## src/rtl/anim_frame_seq.sv

```systemverilog
// anim_frame_seq: free-running / one-shot / ping-pong frame index sequencer
// for a 7-segment animation. A prescaler divides clk by DIV to produce
// frame advances while running; the sequence can be paused, single-stepped
// and resumed.
//
// Ports:
//   clk     - sole clock, all state on rising edge
//   rst_n   - asynchronous active-low reset
//   start   - start / resume request
//   stop    - pause request (wins over start)
//   step    - single-frame manual advance (IDLE/HOLD only)
//   mode    - 00 loop, 01 one-shot, 10 ping-pong, 11 loop
//   frame   - registered frame index 0..31
//   running - registered, high while in RUN
//   done    - one-cycle pulse on one-shot completion
//   wrap    - one-cycle pulse on loop wrap or ping-pong reversal
module anim_frame_seq #(
  parameter int unsigned DIV  = 12500000,
  parameter int unsigned DIVW = 24
) (
  input  logic       clk,
  input  logic       rst_n,
  input  logic       start,
  input  logic       stop,
  input  logic       step,
  input  logic [1:0] mode,
  output logic [4:0] frame,
  output logic       running,
  output logic       done,
  output logic       wrap
);

  typedef enum logic [1:0] {
    S_IDLE,
    S_RUN,
    S_HOLD,
    S_DONE
  } state_e;

  localparam logic [DIVW-1:0] PRESC_LAST = DIVW'(DIV - 1);

  state_e          state_q, state_d;
  logic [4:0]      frame_q, frame_d;
  logic [DIVW-1:0] presc_q, presc_d;
  logic            down_q,  down_d;    // ping-pong direction, 0 = up
  logic [1:0]      mode_q,  mode_d;    // mode latched on entry to RUN
  logic            running_q, done_q, wrap_q;
  logic            done_d, wrap_d;

  logic            resume;
  logic            do_adv;
  logic [4:0]      adv_frame;
  logic            adv_down;
  logic            adv_wrap;
  logic            adv_done;

  // stop always wins over start, so a combined request never leaves IDLE/HOLD
  assign resume = start & ~stop;

  // Result of one frame advance under the latched mode, shared by the
  // prescaler-driven and the manual-step paths.
  always_comb begin
    adv_frame = frame_q;
    adv_down  = down_q;
    adv_wrap  = 1'b0;
    adv_done  = 1'b0;
    case (mode_q)
      2'b01: begin
        if (frame_q == 5'd31) adv_done  = 1'b1;
        else                  adv_frame = frame_q + 5'd1;
      end
      2'b10: begin
        if (!down_q) begin
          if (frame_q == 5'd31) begin
            adv_down  = 1'b1;
            adv_frame = 5'd30;
            adv_wrap  = 1'b1;
          end else begin
            adv_frame = frame_q + 5'd1;
          end
        end else begin
          if (frame_q == 5'd0) begin
            adv_down  = 1'b0;
            adv_frame = 5'd1;
            adv_wrap  = 1'b1;
          end else begin
            adv_frame = frame_q - 5'd1;
          end
        end
      end
      default: begin
        adv_frame = frame_q + 5'd1;
        adv_wrap  = (frame_q == 5'd31);
      end
    endcase
  end

  always_comb begin
    state_d = state_q;
    frame_d = frame_q;
    presc_d = presc_q;
    down_d  = down_q;
    mode_d  = mode_q;
    done_d  = 1'b0;
    wrap_d  = 1'b0;
    do_adv  = 1'b0;
    case (state_q)
      S_IDLE: begin
        if (resume) begin
          state_d = S_RUN;
          presc_d = '0;
          mode_d  = mode;
        end else if (step && !start) begin
          do_adv = 1'b1;
        end
      end
      S_RUN: begin
        // stop takes priority over an advance due in the same cycle
        if (stop) begin
          state_d = S_HOLD;
        end else if (presc_q == PRESC_LAST) begin
          presc_d = '0;
          do_adv  = 1'b1;
        end else begin
          presc_d = presc_q + 1'b1;
        end
      end
      S_HOLD: begin
        // prescaler keeps its held value so the resumed frame is not lengthened
        if (resume) begin
          state_d = S_RUN;
        end else if (step) begin
          do_adv = 1'b1;
        end
      end
      S_DONE: begin
        if (resume) begin
          state_d = S_RUN;
          frame_d = '0;
          down_d  = 1'b0;
          presc_d = '0;
          mode_d  = mode;
        end
      end
      default: state_d = S_IDLE;
    endcase

    if (do_adv) begin
      frame_d = adv_frame;
      down_d  = adv_down;
      wrap_d  = adv_wrap;
      done_d  = adv_done;
      if (adv_done) state_d = S_DONE;
    end
  end

  always_ff @(posedge clk or negedge rst_n) begin
    if (!rst_n) begin
      state_q   <= S_IDLE;
      frame_q   <= '0;
      presc_q   <= '0;
      down_q    <= 1'b0;
      mode_q    <= '0;
      running_q <= 1'b0;
      done_q    <= 1'b0;
      wrap_q    <= 1'b0;
    end else begin
      state_q   <= state_d;
      frame_q   <= frame_d;
      presc_q   <= presc_d;
      down_q    <= down_d;
      mode_q    <= mode_d;
      running_q <= (state_d == S_RUN);
      done_q    <= done_d;
      wrap_q    <= wrap_d;
    end
  end

  assign frame   = frame_q;
  assign running = running_q;
  assign done    = done_q;
  assign wrap    = wrap_q;

endmodule
```

## config.mk

```make
export PLATFORM = sky130hd
export DESIGN_NAME = anim_frame_seq
export DESIGN_NICKNAME = d
export VERILOG_FILES = /design/src/rtl/anim_frame_seq.sv
export SDC_FILE = /design/constraint.sdc
export NUM_CORES = 1
export LEC_CHECK = 0
export CORE_MARGIN = 4
export CORE_UTILIZATION = 40
export DETAILED_ROUTE_END_ITERATION = 7
export SLEW_MARGIN = 15
export SYNTH_ARGS = -nofsm -noshare
export SYNTH_HDL_FRONTEND = slang
export SYNTH_SLANG_ARGS = --single-unit
```

## constraint.sdc

```tcl
create_clock -name clk -period 2.1 [get_ports clk]
set_input_delay 0.21 -clock clk [delete_from_list [all_inputs] [get_ports clk]]
set_output_delay 0.21 -clock clk [all_outputs]
set_load 0.01 [all_outputs]
```

**Word level (Yosys, flattened, before mapping)**

Index checks and enable logic that the tools add are counted.
Widths: inputs -> output; s select.

- Flip-flop bits (word level): 37
- Input bits: 7
- Output and inout port bits: 8
- Word-level logic and storage cells: 75

- $add $sub $neg: 3
- Equality and inequality tests: 12
- Mux-type cells: 37
- Bitwise operators: 2
- Reduce and logical (&&, ||, !) cells: 13

Operators with widths:

| kind | count |
|---|---|
| $mux 24 | 3 |
| $pmux 24 s2 | 1 |
| $mux 5 | 7 |
| $add 24x1->24 const B | 1 |
| $eq 24x24->1 const B | 1 |
| $mux 1 | 18 |
| $pmux 5 s2 | 1 |
| $reduce_and 3->1 | 3 |
| $mux 2 | 4 |
| $eq 2x1->1 const B | 3 |
| $eq 2x2->1 const B | 3 |
| $reduce_bool 2->1 | 3 |
| $add 5x1->5 const B | 1 |
| $eq 5x5->1 const B | 1 |
| $logic_not 5->1 | 1 |
| $sub 5x1->5 const B | 1 |
| $ne 2x1->1 const B | 2 |
| $pmux 2 s2 | 1 |
| $ne 3x3->1 const B | 1 |
| $pmux 1 s3 | 1 |
| $reduce_or 3->1 | 1 |
| $logic_not 2->1 | 1 |
| $ne 2x2->1 const B | 1 |
| $pmux 1 s2 | 1 |
| 6 further kinds | 6 |

**Longest topological paths before layout**

Gate-level depths: netlist of the first run.

- Depth after elaboration: 7
- Gate-level depth with buffers: 9
- Mapped depth without buffers: 9

**Worst setup path before layout of the first run**

Ideal clock, no wire load.

- Path type: register to register
- Start: reg state_q[1]
- End: reg presc_q[15]
- Library setup time: 0.124 ns
- Arrival time: 2.076 ns
- Required time: 1.976 ns
- Setup slack: -0.100 ns
- Cell stages (with the launch flop): 9
- Path buffers: 1
- Period minus slack after synthesis: 2.200 ns
- Path through: dfrtp_1 > inv_1 > ha_1 > a21bo_2 > a2111oi_0 > a22o_1 > buf_6 > a31oi_1 > a211o_1

- Longest elaborated chain between the ends: 4
- Elaborated cells on any way between the ends: 9
- Those cells by class: eq/ne: 4; mux: 1; reduce/logical: 4

RTL lines:

| item | line | source |
|---|---|---|
| start, declared | 42 | `state_e state_q, state_d;` |
| start signal, assigned | 168 | `state_q <= state_d;` |
| $eq 2x2->1 or $logic_not 2->1 (tied branches) | 107 | `case (state_q)` |
| $reduce_or 2->1 (no line) | - |  |
| $ne 2x1->1 (no line) or $reduce_bool 2->1 (tied branches) | - |  |
| $reduce_and 3->1 (no line) | - |  |
| end signal, assigned | 170 | `presc_q <= presc_d;` |
| end, declared | 44 | `logic [DIVW-1:0] presc_q, presc_d;` |

Several ways; a longest one is shown, not always the timed one.
A chain may end at the register's enable or synchronous reset.

**Final worst setup path of the first run**

- Start: reg presc_q[9]
- End: reg frame_q[1] (netlist: frame[1])

- Longest elaborated chain between the ends: 6
- Elaborated cells on any way between the ends: 9
- Those cells by class: eq/ne: 2; mux: 4; reduce/logical: 3

RTL lines:

| item | line | source |
|---|---|---|
| $eq 24x24->1 (*) | 121 | `end else if (presc_q == PRESC_LAST) begin` |
| $mux 1 (*) | 121 |  |
| $mux 1 (*) | 119 | `if (stop) begin` |
| $pmux 1 s3 (*) | 107 |  |
| $ne 3x3->1 (no line) or $reduce_bool 2->1 (tied branches) | - |  |
| $reduce_and 3->1 (no line) | - |  |
| end signal, assigned | 169 | `frame_q <= frame_d;` |
| end, declared | 43 | `logic [4:0] frame_q, frame_d;` |

Every way passes the cells marked *; elsewhere a longest branch is shown, timed or not.

==> results of run 1 <==
[how the worst min path moves through the flow]
stage          start    endpoint  slack (ns)  cells past startpoint
5_1_grt        rst_n   mode_q[0]        0.08                      1
6_report       rst_n  presc_q[2]        0.02                      1
3_5_place_dp   rst_n        done        0.37                      1
3_3_place_gp   rst_n   mode_q[0]        0.36                      1
2_1_floorplan  rst_n        done       -0.09                      0
4_1_cts        rst_n        done        0.05                      1
[worst max-delay path, delay by kind of cell (launching register included)]
family	cells	cell delay, ns
AND/OR/NAND/NOR	2	0.93
flip-flops	1	0.41
AO/OA/AOI/OAI	2	0.37
multiplexers	1	0.22
[cell usage in the layout, fill, tap and decap left out, drive strengths merged, types with 3 or more instances in the layout]
master	n
and3	8
mux2i	3
nand4	11
a21oi	9
nand3	8
o21ai	15
o2bb2ai	3
buf	36
clkdlybuf4s50	13
a21o	3
inv	12
nand2	24
a22o	4
nand2b	4
xor2	15
nor2	32
clkbuf	7
dfrtp	37
ha	13
nor4	3
[sequential cells by signal (all words and copies together), names as in the netlist]
register,cells
done,1
down_q,1
frame,5
mode_q,2
presc_q,24
running,1
state_q,2
wrap,1
[what timing repair did]
action	4_1_cts	5_1_grt
resized for setup	7	14
hold buffers	0	0
pin swaps	5	7
endpoints found under the setup margin	12	30
setup buffers	3	2
[power breakdown]
part | internal, mW | leakage [nW] | switching, mW
sequential | 0.819 | 0.501 | 0.108
combinational | 0.736 | 0.803 | 0.837
clock | 0.297 | 0.0542 | 0.265
[per-layer routing]
layer	track usage, %	up-vias	routed length (um)
met4	3.95	0	32
met1	19.7	968	2400
met3	3.24	4	131
li1	-	976	-
met5	0	-	0
met2	26.1	19	2590
[layout make-up]
type / instances / area [um2]
tap: 72 / 90.1
timing repair buffer: 49 / 418
multi-input combinational: 191 / 1410
fill: 512 / 2580
inverter: 12 / 45.0
sequential: 37 / 927
clock inverter: 1 / 5.00
clock buffer: 7 / 96.3
[cells by family (layout without fill, tap and decap cells)]
kind of cell | count (synthesis) | in the layout | synth area share (%)
compound gates | 51 | 51 | 16.1
xor+xnor | 16 | 16 | 6.04
fa+ha+maj | 13 | 13 | 7.01
buf+inv | 22 | 69 | 4.37
flops | 37 | 37 | 39.9
mux | 4 | 4 | 2.32
simple gates | 107 | 107 | 24.3
[synth_stat cells, types with 2 or more instances]
cell,instances
dfrtp_1,37
or3_1,2
nor4_1,2
nand3_1,8
ha_1,13
nand2b_1,4
a21o_1,3
nor2_1,32
buf_2,2
mux2i_1,2
xor2_1,15
buf_6,2
a31oi_1,2
nor3_1,2
o2bb2ai_1,3
a22o_1,4
inv_1,12
nand3b_1,2
and3_1,7
nand4_1,11
o31ai_1,2
o21ai_0,14
clkbuf_1,5
a21oi_1,8
o22ai_1,2
nand2_1,24
[metrics by stage]
| stage | power [mW] | utilization (%) |
|---|---|---|
| after floorplan | 1.85 | - |
| after global placement | 2.34 | 49.4 |
| after detailed placement | 2.36 | 49.4 |
| after CTS | 3.00 | 52.3 |
| after global routing | 3.30 | 53.7 |
| final | 3.06 | 53.7 |
==> metrics.txt, run 1 <==
status=finished clean; Port Buffers=14; kind of critical path=flip-flop to flip-flop; EDFF count, synth=0; Wirelength per Cell=14.0 um; top-area cell type share of the netlist area=39.9%; Syn. warnings=0; post-route cell area=2990 um2; minimum clock period=2.04 ns; crit path from=presc_q[9]; DR vias/cell=5.33; RSZ-0062 raised after global routing=true; largest net degree at the start of global routing=38; Sum Neg Setup Slack=0 ns; Async SR Flop Fraction=100%; Seq/Total Area, Yosys=39.9%; CORE AREA=5570 um2; placed cells=356; cells along the critical path=or4_4 -> nor4_4 -> a21oi_4 -> mux2i_4 -> a22o_1; pre-CTS setup slack=-0.0809 ns; #FFs+latches synth=37; Worst VDD drop=532 uV; Clock H-tree levels=2; Area growth, synth to finish=29.0%; Post-Layout Cell Count=369; Critical Path AT=2.22 ns; clock latency on the worst-skew pair=0.29 ns; total gr overflow=0; drt initial violations=54; routability cong.=0.757; initial antenna violation count=0; fraction of layout cells with a size suffix above 1=24.9%; Final WS setup=0.0600 ns; Worst R2R Start=presc_q[9]; P per Cell Area=1020 nW/um2; Worst R2R Path Depth=5; DIE HEIGHT=84.2 um; CP required=2.28 ns; Die ar.=7080 um2; synthesized area=2320 um2; Most used DFF post-synth=dfrtp_1; Hold Crit Class=input pin to async pin; Initial Util=41.6%; final WL=5.16 mm; Final nets=316; Slowest-stage cell, CP=or4_4; worst setup path endpoint=frame[1]; Overall Global Routing Usage=15.3%; startpoint types=flip-flop; clk_skew=0.00732 ns; Final Slew Violations=0; Ports=15; setup violators final=0; max_cap viols=0; Synth area leader=dfrtp_1; first-pass detailed-route iteration total=4; Least-Margin Pin Slew=0.824 ns; Final Hold Viols=0; Worst Setup End Kind=flip-flop; Mapped Cells=250; vias in the first global route=1971; Detailed Place HPWL=3.61 mm; Routed Antenna Nets=0; Leakage=1.36 nW; FP Rows=27; Clk pin slew, worst setup/hold paths=0.08 ns; CP Max Fanout=5; Rel. slew slack=45.1%; DRC Markers=0; Max Root-Sink Buffers=2; Synth area leaders=dfrtp_1, ha_1, xor2_1, nor2_1, nand2_1; f_max=490 MHz; first-pass GRT wire length=8.97 mm; worst r2r dst=frame[1]; CTS tree=yes; die extent in x=84.2 um; Final period util=97.1%; Syn Area/Cell=9.28 um2; placed cell areas=2750 um2; Num CTS Buffers=5; CTS sink count=37; synthesized net count=270; post-synth cell types=56; max incr delay on CP=0.59 ns; vias=1967; number of diodes=0; CTS Root Cell=clkbuf_8; reg-to-reg setup timing slack=0.06 ns; Hold WS=0.0153 ns
(Power assumes the default switching activity.)
==> run 2: changes to the inputs <==
Settings changed: ABC_AREA set to 1, SLEW_MARGIN 15 to unset.
==> run 2 against run 1 <==
Global-route usage rose by 1.0 points. Non-clock buffer count down 28. Synthesized cell count rose by 44%. Sequential share of layout area rose by 0.77 points. Clock skew fell by 0.0033 ns. Cell count up 25%. Critical path depth increased by 5. Clock-buffer cell count shrank 1. Utilization down 5.5 points.
==> metrics.txt, run 2 <==
clock latency on the worst-skew pair=0.28 ns; DIE HEIGHT=88.2 um; Leakage=1.45 nW; most common cell after layout, fill and taps aside=nand2_1; Wirelength per Cell=12.7 um; Slowest-stage cell, CP=dfrtp_1; CTS sink count=37; Routed Antenna Nets=0; Sum Neg Setup Slack=0 ns; Async SR Flop Fraction=100%; Comb power frac=49.8%; Clock H-tree levels=2; initial antenna violation count=0; FP Rows=28; fill count=616; placed cell areas=2820 um2; first-pass detailed-route iteration total=4; top-area cell type share of the netlist area=36.0%; placed cells=452; Final Core Density=48.2%; first-pass GRT wire length=10.1 mm; sequential share of power=33.2%; routability cong.=0.892; Synth area leader=dfrtp_1; DR vias/cell=5.02; status=finished clean; largest net degree at the start of global routing=38; hold_buf cts=0; post-synth cell types=31; final WL=5.83 mm; Initial Util=42.4%; Mapped Cells=361; Port Buffers=14; startpoint types=flip-flop; Max Root-Sink Buffers=2; max incr delay on CP=0.43 ns; Final nets=405; RSZ-0062 raised after global routing=false; max_cap viols=0; Detailed Place HPWL=4.56 mm; Critical Path AT=2.08 ns; vias in the first global route=2186; number of diodes=0; Least-Margin Pin Slew=0.833 ns; CP Max Fanout=6; CTS tree=yes; Final period util=90.6%; total gr overflow=0; Largest register FFs=24; P per Cell Area=962 nW/um2; Rel. slew slack=44.5%; Synth area leaders=dfrtp_1, nand2_1, inv_1, nor2_1, ha_1; Ports=15; Syn. warnings=0; DRC Markers=0; clk_skew=0.00397 ns; Syn Area/Cell=7.12 um2; count leader, synth=nand2_1; CTS Root Cell=clkbuf_8; synthesized net count=381; cells along the critical path=inv_1 -> ha_1 -> inv_2 -> a21oi_4 -> buf_4 -> nand2_1 -> nor2_1 -> nand4_1 -> o21ai_0 -> nor2_1; Worst Setup End Kind=flip-flop; Most Frequent Cell on Critical Path=nor2_1; drt initial violations=111; Final Hold Viols=0; CORE AREA=6060 um2; Clk pin slew, worst setup/hold paths=0.07 ns; Hold Crit Class=input pin to async pin; synthesized area=2570 um2; pre-CTS setup slack=0.161 ns; Reg with most FFs=presc_q; Sw Pwr=1.24 mW; #FFs+latches synth=37; Switching Share=44.1%; Multi-input gate area=1420 um2; setup violators final=0; cell internal pwr=1.57 mW; top post-synthesis cells by count=nand2_1, inv_1, nor2_1, dfrtp_1, nand3_1; Overall Global Routing Usage=16.4%; register area=927 um2; clock share of power=17.0%; Most used DFF post-synth=dfrtp_1; Die ar.=7770 um2; Post-Layout Cell Count=461; Area growth, synth to finish=13.6%; commonest non-fill, non-tap cells in the layout=nand2_1, inv_1, nor2_1; post-route cell area=2920 um2; worst path buffer plus inverter count=3; Final WS setup=0.197 ns; Final Slew Violations=0; EDFF count, synth=0; f_max=525 MHz; CP required=2.28 ns; critical path's top delay family=flip-flops; fraction of layout cells with a size suffix above 1=10.4%; minimum clock period=1.90 ns; vias=2314; Num CTS Buffers=5; Worst VDD drop=732 uV; die extent in x=88.2 um; kind of critical path=flip-flop to flip-flop; Seq/Total Area, Yosys=36.0%
[run 2: cell types whose count changed after synthesis, sizes merged, moves of 5 or more]
cell    before  now
a21oi        9   14
and3         8    0
clkbuf       6    0
inv         12   57
nand2       24   93
nand3        8   26
nor2        32   61
nor3         2   11
xor2        15    7
[run 2: worst reg2reg max path, cell delays in order, from the launching register on]
cell	delay, ns
dfrtp_1	0.43
inv_1	0.11
ha_1	0.32
inv_2	0.07
a21oi_4	0.19
buf_4	0.18
nand2_1	0.06
nor2_1	0.12
nand4_1	0.12
o21ai_0	0.17
nor2_1	0.05
[run 2: per-layer routing]
| layer | global-route usage (%) | vias to the layer above | wire (um) |
|---|---|---|---|
| met2 | 25.8 | 39 | 2630 |
| met3 | 3.29 | 6 | 241 |
| li1 | - | 1194 | - |
| met4 | 3.57 | 0 | 53 |
| met1 | 23.3 | 1075 | 2910 |
| met5 | 0 | - | 0 |
[run 2: logic make-up (layout without fill, tap and decap cells)]
family                   after synthesis  in the layout  share of synthesized area, %
AND/OR/NAND/NOR                      208            208                          37.9
buffers and inverters                 61             86                          9.40
flip-flops                            37             37                          36.0
AO/OA/AOI/OAI                         33             33                          7.25
adder cells (fa/ha/maj)               13             13                          6.33
XOR/XNOR                               8              8                          2.73
multiplexers                           1              1                         0.389
[run 2: cell type report]
type                    instances  area share [%]
multi-input cells             263            48.5
flip-flops and latches         37            31.7
inverters                      57            7.33
repair buffers                 21            6.43
well taps                      75            3.21
clock buffers                   6            2.49
clock inverters                 2           0.343
[run 2: repair_timing]
action                     in CTS  in global routing
setup endpoints to repair       0                  6
gates resized for setup         0                  4
setup buffers                   0                  1
[run 2: stage by stage]
step           hold WS (ns)  power [mW]
2_1_floorplan       -0.0856        1.86
3_3_place_gp          0.361        2.29
3_5_place_dp          0.365        2.31
4_1_cts              0.0521        2.80
5_1_grt               0.104        3.05
6_report             0.0241        2.81
[run 2: worst paths after layout]
check                             from     endpoint  slack (ns)  cells past startpoint
setup / recovery            state_q[0]  presc_q[21]        0.20                     10
hold / removal                   rst_n  presc_q[21]        0.02                      1
setup reg to reg            state_q[0]  presc_q[21]        0.20                     10
hold reg to reg            presc_q[23]  presc_q[23]        0.55                      2
max in group asynchronous        rst_n   state_q[1]        1.50                      1
min in group clk               mode[1]    mode_q[1]        0.50                      3
[run 2: power by group through the flow]
stage / sequential, mW / combinational [mW] / clock, mW
2_1_floorplan: 0.947 / 0.918 / 0
3_5_place_dp: 0.945 / 1.36 / 0
6_report: 0.932 / 1.40 / 0.478
3_3_place_gp: 0.938 / 1.35 / 0
4_1_cts: 0.930 / 1.37 / 0.499
5_1_grt: 0.950 / 1.57 / 0.532
